$ cat src/rtl/bt_cmd_parser.sv
// ASCII command-frame parser "#<A-Z><hex><hex>;" with a single-entry D/E acknowledge queue.
// Define BT_CMD_TIMEOUT_EN to compile in the inter-byte timeout.
module bt_cmd_parser #(
  parameter int unsigned CLK_HZ     = 50000000,
  parameter int unsigned TIMEOUT_MS = 10
) (
  input  logic       clk,
  input  logic       resetn,
  input  logic [7:0] rx_data,
  input  logic       rx_valid,
  input  logic       tx_busy,
  output logic [7:0] tx_data,
  output logic       tx_en,
  output logic       cmd_valid,
  output logic [7:0] cmd_code,
  output logic [7:0] cmd_arg,
  output logic       start,
  output logic       frame_err
);

  localparam logic [2:0] IDLE   = 3'd0;
  localparam logic [2:0] CMD    = 3'd1;
  localparam logic [2:0] ARG_HI = 3'd2;
  localparam logic [2:0] ARG_LO = 3'd3;
  localparam logic [2:0] TERM   = 3'd4;

  localparam logic [7:0] CH_HASH = 8'h23;
  localparam logic [7:0] CH_SEMI = 8'h3B;
  localparam logic [7:0] ACK_OK  = 8'h44;
  localparam logic [7:0] ACK_ERR = 8'h45;

  logic [2:0] state, state_nxt;
  logic [7:0] code_lat;
  logic [3:0] hi_lat, lo_lat;
  logic       accept, err;
  logic       hex_ok;
  logic [3:0] hex_nib;
  logic       is_letter;
  logic       tmo_hit;
  logic       ack_pend;
  logic [7:0] ack_byte;

  always_comb begin
    hex_ok  = 1'b1;
    hex_nib = '0;
    if (rx_data >= 8'h30 && rx_data <= 8'h39)
      hex_nib = rx_data[3:0];
    else if ((rx_data >= 8'h41 && rx_data <= 8'h46) ||
             (rx_data >= 8'h61 && rx_data <= 8'h66))
      hex_nib = rx_data[3:0] + 4'd9;
    else
      hex_ok = 1'b0;
  end

  assign is_letter = (rx_data >= 8'h41) && (rx_data <= 8'h5A);

  always_comb begin
    state_nxt = state;
    accept    = 1'b0;
    err       = 1'b0;
    if (rx_valid) begin
      if (rx_data == CH_HASH) begin
        state_nxt = CMD;
      end else begin
        case (state)
          CMD:     if (is_letter) state_nxt = ARG_HI; else err = 1'b1;
          ARG_HI:  if (hex_ok) state_nxt = ARG_LO; else err = 1'b1;
          ARG_LO:  if (hex_ok) state_nxt = TERM; else err = 1'b1;
          TERM: begin
            if (rx_data == CH_SEMI) begin
              state_nxt = IDLE;
              accept    = 1'b1;
            end else begin
              err = 1'b1;
            end
          end
          default: state_nxt = IDLE;
        endcase
      end
    end else if (tmo_hit) begin
      err = 1'b1;
    end
    if (err)
      state_nxt = IDLE;
  end

`ifdef BT_CMD_TIMEOUT_EN
  localparam int unsigned TMO_RAW = CLK_HZ / 1000 * TIMEOUT_MS;
  localparam int unsigned TMO_CYC = (TMO_RAW < 1) ? 1 : TMO_RAW;
  localparam int unsigned TMO_W   = $clog2(TMO_CYC + 1);

  logic [TMO_W-1:0] tmo_cnt;

  // Fires on the TMO_CYC-th consecutive byte-free cycle inside a frame.
  assign tmo_hit = (state != IDLE) && (tmo_cnt == TMO_W'(TMO_CYC - 1));

  always_ff @(posedge clk or negedge resetn) begin
    if (!resetn)
      tmo_cnt <= '0;
    else if (state == IDLE || rx_valid || tmo_hit)
      tmo_cnt <= '0;
    else
      tmo_cnt <= tmo_cnt + 1'b1;
  end
`else
  assign tmo_hit = 1'b0;
`endif

  always_ff @(posedge clk or negedge resetn) begin
    if (!resetn) begin
      state     <= IDLE;
      code_lat  <= '0;
      hi_lat    <= '0;
      lo_lat    <= '0;
      cmd_valid <= 1'b0;
      cmd_code  <= '0;
      cmd_arg   <= '0;
      start     <= 1'b0;
      frame_err <= 1'b0;
    end else begin
      state     <= state_nxt;
      cmd_valid <= accept;
      frame_err <= err;
      if (rx_valid) begin
        if (state == CMD)    code_lat <= rx_data;
        if (state == ARG_HI) hi_lat   <= hex_nib;
        if (state == ARG_LO) lo_lat   <= hex_nib;
      end
      if (accept) begin
        cmd_code <= code_lat;
        cmd_arg  <= {hi_lat, lo_lat};
        if (code_lat == 8'h41)
          start <= 1'b1;
      end
    end
  end

  // Issue and re-queue can share an edge; the newly queued ack survives.
  always_ff @(posedge clk or negedge resetn) begin
    if (!resetn) begin
      ack_pend <= 1'b0;
      ack_byte <= '0;
      tx_en    <= 1'b0;
      tx_data  <= '0;
    end else begin
      tx_en <= 1'b0;
      if (ack_pend && !tx_busy) begin
        tx_en    <= 1'b1;
        tx_data  <= ack_byte;
        ack_pend <= 1'b0;
      end
      if (accept || err) begin
        ack_pend <= 1'b1;
        ack_byte <= accept ? ACK_OK : ACK_ERR;
      end
    end
  end

endmodule

$ cat config.mk
export PLATFORM = sky130hd
export DESIGN_NAME = bt_cmd_parser
export DESIGN_NICKNAME = d
export VERILOG_FILES = /design/src/rtl/bt_cmd_parser.sv
export SDC_FILE = /design/constraint.sdc
export NUM_CORES = 1
export LEC_CHECK = 0
export CAP_MARGIN = 20
export CORE_MARGIN = 2
export CORE_UTILIZATION = 61
export CTS_CLUSTER_SIZE = 12
export DETAILED_ROUTE_END_ITERATION = 8
export DONT_BUFFER_PORTS = 1
export GPL_TIMING_DRIVEN = 1
export PLACE_DENSITY = 0.79
export SLEW_MARGIN = 20
export SYNTH_ARGS = -nofsm -noshare
export SYNTH_HDL_FRONTEND = slang
export SYNTH_SLANG_ARGS = --single-unit
$ cat constraint.sdc
create_clock -name clk -period 2.7 [get_ports clk]
set_clock_uncertainty 0.05 [all_clocks]
set_input_delay 0.135 -clock clk [delete_from_list [all_inputs] [get_ports clk]]
set_output_delay 0.135 -clock clk [all_outputs]
set_load 0.01 [all_outputs]
==> metrics.txt, run 1 <==
run status completed; count of distinct cell types in the synthesized netlist 42; share of flip-flops with an asynchronous set or reset 100%; pin count of the biggest net entering global routing 45; Avg Synthesized Cell Area 11.8 µm²; Die Height 60.7 µm; clock edge transition at the registers on the reported setup and hold paths 0.11 ns; PortBufs 0; buffer depth of the longest clock path 2; Core ar. 0.00305 mm²; Gates resized, CTS repair 0; nature of the critical path endpoint register; power per unit of standard cell area 644 mW/mm²; I/O pin cnt 40; count of yosys warnings during synthesis 0; Arr. time, crit path 2.25 ns; drt via density 5.86; DR WL/cell 16.5 µm; synthesis-to-finish area growth 12.6%; setup repair after global routing missed its margin false; area post-placement 0.00200 mm²; post-route antenna net violation count 0; post-synthesis register bit count 44; number of cells produced by synthesis 166; number of iterations in the first detailed-routing pass 4; total of max-cap violations 0; path type of the worst min-delay path input pin to register; vias in the first global route 1381; Period Utilization, post-route 74.1%; total congestion overflow after global routing 0; worst reg2reg setup slack 0.77 ns; clk sink count 44; Iteration-0 DRC Markers 91; Util after Layout 72.5%; level count of the clock H-tree 2; total DRC errors in the routed layout 0; post-detailed-placement half-perimeter wirelength 2.63 mm; Worst Setup SP rx_data[7]; worst relative slew slack 53.6%; sequential-to-total area share from yosys stat 56.1%; Setup violations, final 0; overall routed net length 3.76 mm; maximum ir drop on the vdd rail 0.000459 V; Cell Area, Synth 0.00196 mm²; number of enable flip-flop cells after synthesis 0; worst r2r src state[2]$_DFFE_PN0P_; clock tree from TritonCTS yes; capturing instance or port of the critical path state[0]$_DFFE_PN0P_; achievable clock frequency 500 MHz; share of cells above drive strength 1 22.3%; Main synth FF type sky130_fd_sc_hd__dfrtp_1; clock buffers created by TritonCTS 5; hold_buf cts 13; buffer count from post-CTS setup fixing 0; count of final hold-check violations 0; Final GP Congestion 0.787; die outline area 0.00369 mm²; diodes inserted 0; post-route standard cell area excluding fillers 0.00221 mm²; critical-path maximum fanout 6; Least-Margin Pin Slew 0.695 ns; first-pass GRT wire length 6.10 mm; CP Class input pin to register; final worst path period need 2.00 ns; Initial Utilization 64.3%; worst reg2reg path depth 5; launch instance of the worst min-delay path rx_data[1]; Clk Latency, worst-skew pair 0.35 ns; post-layout net count 198; width of the die 60.7 µm; power consumption 1.42 mW; final sum of negative setup slack 0 ns; global router's overall resource usage 22.7%; num rows 20; Root Buffer Master sky130_fd_sc_hd__clkbuf_4; number of vias after detailed routing 1335; Leak 1.04 nW; Critical Path Start Type input pin; Final Max Slew Viols 0; number of antenna violations at the first check in global routing 0; capture instance of the worst register-to-register path state[0]$_DFFE_PN0P_; CP required 2.94 ns
[worst min path at each step]
stage	to	slack [ns]	cells after the start
6_report	hi_lat[1]$_DFFE_PN0P_	0.01	2
5_1_grt	lo_lat[1]$_DFFE_PN0P_	0.02	2
4_1_cts	lo_lat[1]$_DFFE_PN0P_	0.003	2
3_5_place_dp	hi_lat[3]$_DFFE_PN0P_	-0.21	0
3_3_place_gp	tx_en$_DFF_PN0_	-0.21	0
2_1_floorplan	ack_byte[0]$_DFFE_PN0P_	-0.21	0
[cell families after synthesis]
logic type	synth area share, %
compound gates	8.66
fa+ha+maj	1.91
buf+inv	4.65
flops	56.1
mux	14.3
other cells	0.191
simple gates	14.2
[cells in the mapped netlist (2+ instances only)]
cell type                  instances  share of area (%)
sky130_fd_sc_hd__a21oi_1          10                2.5
sky130_fd_sc_hd__and3_1            4                1.3
sky130_fd_sc_hd__buf_4             6                2.3
sky130_fd_sc_hd__clkbuf_1          2               0.38
sky130_fd_sc_hd__dfrtp_1          44                 56
sky130_fd_sc_hd__ha_1              3                1.9
sky130_fd_sc_hd__inv_1             8                1.5
sky130_fd_sc_hd__mux2_2           25                 14
sky130_fd_sc_hd__nand2_1          10                1.9
sky130_fd_sc_hd__nand3_1           3               0.76
sky130_fd_sc_hd__nand4_1           2               0.64
sky130_fd_sc_hd__nor2_1           11                2.1
sky130_fd_sc_hd__nor2b_1           2               0.64
sky130_fd_sc_hd__nor3_1            2               0.51
sky130_fd_sc_hd__nor3b_1           2               0.76
sky130_fd_sc_hd__nor4b_1           2               0.89
sky130_fd_sc_hd__o21ai_0           5                1.3
[per-stage QoR]
step	std cells	hold WS, ns	setup WS (ns)
after floorplan	170	-0.211	0.989
after global placement	207	-0.210	0.895
after global routing	228	0.0168	0.622
final	228	0.0141	0.699
after CTS	228	0.00271	0.754
after detailed placement	207	-0.210	0.624
[metal layers]
layer	GRT usage [%]	vias to the layer above	part of all wire (%)
li1	-	613	-
met1	29.0	661	42
met2	36.7	51	50
met3	7.25	10	6.0
met4	8.07	0	2.0
met5	0	-	0
[critical path, stage by stage]
cell and delay [ns]:
sky130_fd_sc_hd__or4b_4 0.56, sky130_fd_sc_hd__nor3_4 0.21, sky130_fd_sc_hd__nor2_1 0.08, sky130_fd_sc_hd__or4_1 0.51, sky130_fd_sc_hd__a31oi_1 0.20, sky130_fd_sc_hd__dlygate4sd3_1 0.56
[registers in the layout, summed over array words and instances, names as in the netlist]
signal     count
lo_lat         4
start          1
cmd_valid      1
hi_lat         4
tx_data        2
state          3
code_lat       8
cmd_arg        8
ack_pend       1
tx_en          1
frame_err      1
ack_byte       2
cmd_code       8
[where the power goes]
part	internal [mW]	switching (mW)	leakage, nW
logic	0.0999	0.0939	0.425
clock network	0.194	0.200	0.0422
registers	0.758	0.0777	0.568
[area by class of cell]
class                   count  area (µm²)
clock buffers               6        41.3
clock inverters             2        35.0
fillers                   235         841
inverters                   8        30.0
multi-input cells         108         787
flip-flops and latches     44        1100
well taps                  44        55.1
repair buffers             16         163
[placed cells by master, fill, tap and decap left out, types with 3 or more instances in the layout]
cell type / instances
sky130_fd_sc_hd__mux2_2: 25
sky130_fd_sc_hd__dfrtp_1: 44
sky130_fd_sc_hd__dlygate4sd3_1: 12
sky130_fd_sc_hd__conb_1: 5
sky130_fd_sc_hd__nand2_1: 10
sky130_fd_sc_hd__ha_1: 3
sky130_fd_sc_hd__clkbuf_4: 5
sky130_fd_sc_hd__nor2_1: 11
sky130_fd_sc_hd__a21oi_1: 10
sky130_fd_sc_hd__inv_1: 8
sky130_fd_sc_hd__buf_4: 3
sky130_fd_sc_hd__o21ai_0: 5
sky130_fd_sc_hd__nand3_1: 3
sky130_fd_sc_hd__and3_1: 4
Note: power is estimated with default switching activity, not from simulation.
==> inputs of run 2 (changes only) <==
--- a/config.mk
+++ b/config.mk
@@ -5,14 +5,15 @@
 export SDC_FILE = /design/constraint.sdc
 export NUM_CORES = 1
 export LEC_CHECK = 0
+export ABC_AREA = 1
 export CAP_MARGIN = 20
 export CORE_MARGIN = 2
-export CORE_UTILIZATION = 61
+export CORE_UTILIZATION = 56
 export CTS_CLUSTER_SIZE = 12
 export DETAILED_ROUTE_END_ITERATION = 8
 export DONT_BUFFER_PORTS = 1
 export GPL_TIMING_DRIVEN = 1
-export PLACE_DENSITY = 0.79
+export PLACE_DENSITY = 0.76
 export SLEW_MARGIN = 20
 export SYNTH_ARGS = -nofsm -noshare
 export SYNTH_HDL_FRONTEND = slang
==> constraint.sdc (replaced) <==
create_clock -name clk -period 1.8 [get_ports clk]
set_clock_uncertainty 0.05 [all_clocks]
set_input_delay 0.09 -clock clk [delete_from_list [all_inputs] [get_ports clk]]
set_output_delay 0.09 -clock clk [all_outputs]
set_load 0.01 [all_outputs]
==> run 2 against run 1 <==
Effect of this change:
- sequential power is 61% higher
- core utilization shrank 8.7 points
- synthesized cell count is 56% higher
- die area up 15%
- via count grew 19%
- non-clock buffer count down 7
- global-route usage fell by 1.9 points
- critical path type unchanged
- largest cell class unchanged
==> metrics.txt, run 2 <==
Internal Power 1.88 mW (+78%); count of yosys warnings during synthesis 0 (unchanged); Sw Share 28.9% (+2.8 points); share of flip-flops with an asynchronous set or reset 100% (unchanged); buffer depth of the longest clock path 2 (unchanged); count of final hold-check violations 0 (unchanged); Cell Area, Synth 0.00210 mm² (+6.7%); number of antenna violations at the first check in global routing 0 (unchanged); Util after Layout 63.8% (-8.7 points); num rows 22 (+10%); first-pass GRT wire length 6.82 mm (+12%); post-layout net count 284 (+43%); largest registers cmd_arg (8), cmd_code (8), code_lat (8); maximum ir drop on the vdd rail 0.000483 V (+5.2%); leading post-synthesis cells by instance count sky130_fd_sc_hd__nand2_1 (84), sky130_fd_sc_hd__dfrtp_1 (44), sky130_fd_sc_hd__inv_1 (29), sky130_fd_sc_hd__nor2_1 (22), sky130_fd_sc_hd__o21ai_0 (20); level count of the clock H-tree 2 (unchanged); clock network power share 30.1% (+2.4 points); Leak 1.20 nW (+16%); pin count of the biggest net entering global routing 45 (unchanged); critical-path maximum fanout 29 (+23); post-route antenna net violation count 0 (unchanged); Slowest cell on crit path sky130_fd_sc_hd__dlygate4sd3_1; Clk Latency, worst-skew pair 0.29 ns (-0.06 ns); Period Utilization, post-route 90.0%; final sum of negative setup slack 0 ns (unchanged); Gates resized, CTS repair 0 (unchanged); Root Buffer Master sky130_fd_sc_hd__clkbuf_8; Main synth FF type sky130_fd_sc_hd__dfrtp_1; post-detailed-placement half-perimeter wirelength 2.70 mm (+2.5%); drt via density 5.00 (-15%); Final GP Congestion 0.815 (+3.6%); cell repeated most along the worst path sky130_fd_sc_hd__inv_2; count of distinct cell types in the synthesized netlist 27 (-36%); maximum cell stage delay along the critical path 0.54 ns (-0.02 ns); sequential-to-total area share from yosys stat 52.5% (-3.5 points); total of max-cap violations 0 (unchanged); number of cells produced by synthesis 259 (+56%); most numerous cell in the Yosys netlist sky130_fd_sc_hd__nand2_1; post-route worst hold slack 0.0125 ns (-0.00166 ns); Flop pwr share 51.3% (-7.4 points); clock tree from TritonCTS yes; diodes inserted 0 (unchanged); number of cells on the worst hold path 2 (unchanged); clock buffers created by TritonCTS 5 (unchanged); CP Class input pin to register; clock edge transition at the registers on the reported setup and hold paths 0.07 ns (-0.04 ns); power per unit of standard cell area 1140 mW/mm² (+77%); portion of total power attributed to combinational logic 18.5% (+4.9 points); total DRC errors in the routed layout 0 (unchanged); Initial Utilization 57.7% (-6.7 points); sequence of cells on the critical path dlygate4sd3_1 -> inv_2 -> nand2_1 -> nor3_4 -> nand4_2 -> inv_2 -> nand3_1 -> buf_4 -> clkinv_2 -> a21o_1; number of enable flip-flop cells after synthesis 0 (unchanged); net switching power of the design 0.763 mW (+110%); cell taking the most area after synthesis sky130_fd_sc_hd__dfrtp_1; share of cells above drive strength 1 7.41% (-15 points); Final Max Slew Viols 0 (unchanged); achievable clock frequency 617 MHz; Synth area leaders sky130_fd_sc_hd__dfrtp_1 (53%), sky130_fd_sc_hd__nand2_1 (15%), sky130_fd_sc_hd__inv_1 (5.2%); Core ar. 0.00363 mm² (+19%); synthesis-to-finish area growth 10.6%; Critical Path Start Type input pin; nature of the critical path endpoint register; I/O pin cnt 40 (unchanged); commonest non-fill, non-tap cells in the layout sky130_fd_sc_hd__nand2_1 (84), sky130_fd_sc_hd__dfrtp_1 (44), sky130_fd_sc_hd__inv_1 (29); vias in the first global route 1580 (+14%); Register Area 0.00110 mm² (unchanged); post-synthesis register bit count 44 (unchanged); clk sink count 44 (unchanged); width of the die 65.2 µm (+7.3%); number of iterations in the first detailed-routing pass 4 (unchanged); Setup violations, final 0 (unchanged); Die Height 65.2 µm (+7.3%); setup repair after global routing missed its margin false; worst reg2reg setup slack 0.31 ns (-0.46 ns); die outline area 0.00425 mm² (+15%); total congestion overflow after global routing 0 (unchanged); area share of the largest cell type after synthesis 52.5% (-3.5 points); CP required 1.94 ns (-1.00 ns); global router's overall resource usage 20.8% (-1.9 points); DR WL/cell 11.9 µm (-28%); worst reg2reg path depth 6 (+1); Arr. time, crit path 1.76 ns (-0.49 ns); final worst path period need 1.62 ns; Avg Synthesized Cell Area 8.09 µm² (-32%); Iteration-0 DRC Markers 140 (+54%); run status completed; number of vias after detailed routing 1591 (+19%); buffer count from post-CTS setup fixing 0 (unchanged); path type of the worst min-delay path input pin to register; multi-input combinational cell area 801 µm² (+1.7%); fill cell instance count of the final layout 315 (+34%); PortBufs 0 (unchanged); overall routed net length 3.78 mm (+0.61%); most common library cell in the layout ignoring fill and taps sky130_fd_sc_hd__nand2_1
run 2: changes by cell type in the layout (fill, tap and decap cells not counted), moves of 5 or more:
cell | before | now
sky130_fd_sc_hd__nand2_1 | 10 | 84
sky130_fd_sc_hd__mux2_2 | 25 | 0
sky130_fd_sc_hd__inv_1 | 8 | 29
sky130_fd_sc_hd__o21ai_0 | 5 | 20
sky130_fd_sc_hd__nor2_1 | 11 | 22
sky130_fd_sc_hd__o21ai_1 | 0 | 8
sky130_fd_sc_hd__clkbuf_8 | 0 | 7
sky130_fd_sc_hd__clkbuf_4 | 5 | 0
sky130_fd_sc_hd__dlygate4sd3_1 | 12 | 7
sky130_fd_sc_hd__inv_2 | 0 | 5
sky130_fd_sc_hd__nand3_1 | 3 | 8
run 2: cell type report:
cell class,instances,share of cell area (%)
Sequential cell,44,47.5
Clock buffer,7,4.16
Inverter,35,5.72
Timing Repair Buffer,9,4.21
Clock inverter,1,1.30
Multi-Input combinational cell,174,34.5
Tap cell,48,2.59
run 2: critical path: cells and delay by family:
family                 cells  cell delay [ns]
AO/OA/AOI/OAI              1             0.19
buffers and inverters      5             1.12
AND/OR/NAND/NOR            4             0.34
run 2: kinds of logic (layout without fill, tap and decap cells):
group	count (synthesis)	in the layout	share of synthesized area, %
xor gates and xnor gates	1	1	0.418
adders and majority gates	3	3	1.79
AOI/OAI and AO/OA	41	41	10.6
buffers and inverters	45	52	9.97
other	1	5	0.179
and+or+nand+nor	124	124	24.5
DFF	44	44	52.5
run 2: what timing repair did:
item                                    4_1_cts  5_1_grt
endpoints found under the setup margin        0        0
hold buffers                                  8        0
endpoints found under the hold margin        54        0
run 2: power groups by stage:
| stage | logic [mW] | clock network (mW) | registers, mW |
|---|---|---|---|
| 2_1_floorplan | 0.406 | 0 | 1.34 |
| 3_3_place_gp | 0.440 | 0 | 1.37 |
| 3_5_place_dp | 0.449 | 0 | 1.37 |
| 4_1_cts | 0.496 | 0.817 | 1.35 |
| 5_1_grt | 0.587 | 0.858 | 1.38 |
| 6_report | 0.489 | 0.795 | 1.35 |
run 2: metal layers:
layer / wire (µm) / up-vias / GRT usage, %
met2: 1710 / 41 / 31.9
li1: - / 823 / -
met5: 0 / - / 0
met4: 79 / 0 / 9.90
met1: 1800 / 721 / 27.7
met3: 194 / 6 / 5.48
run 2: path summary, 6_finish.rpt:
kind,to,start
hold reg to reg,ack_byte[2]$_DFFE_PN0P_,ack_byte[2]$_DFFE_PN0P_
hold / removal,code_lat[3]$_DFFE_PN0P_,rx_data[3]
min in group asynchronous,cmd_code[2]$_DFFE_PN0P_,resetn
setup reg to reg,start$_DFFE_PN0P_,state[2]$_DFFE_PN0P_
setup / recovery,start$_DFFE_PN0P_,rx_data[6]
max in group asynchronous,state[2]$_DFFE_PN0P_,resetn
run 2: metrics by stage:
step | std cells | total power, mW | instance area (µm²) | setup WS, ns
final | 318 | 2.64 | 2320 | 0.179
after global routing | 318 | 2.83 | 2320 | 0.0120
after CTS | 318 | 2.67 | 2320 | 0.185
after detailed placement | 302 | 1.82 | 2100 | 0.302
after global placement | 302 | 1.81 | 2100 | 0.335
after floorplan | 263 | 1.74 | 2110 | 0.455
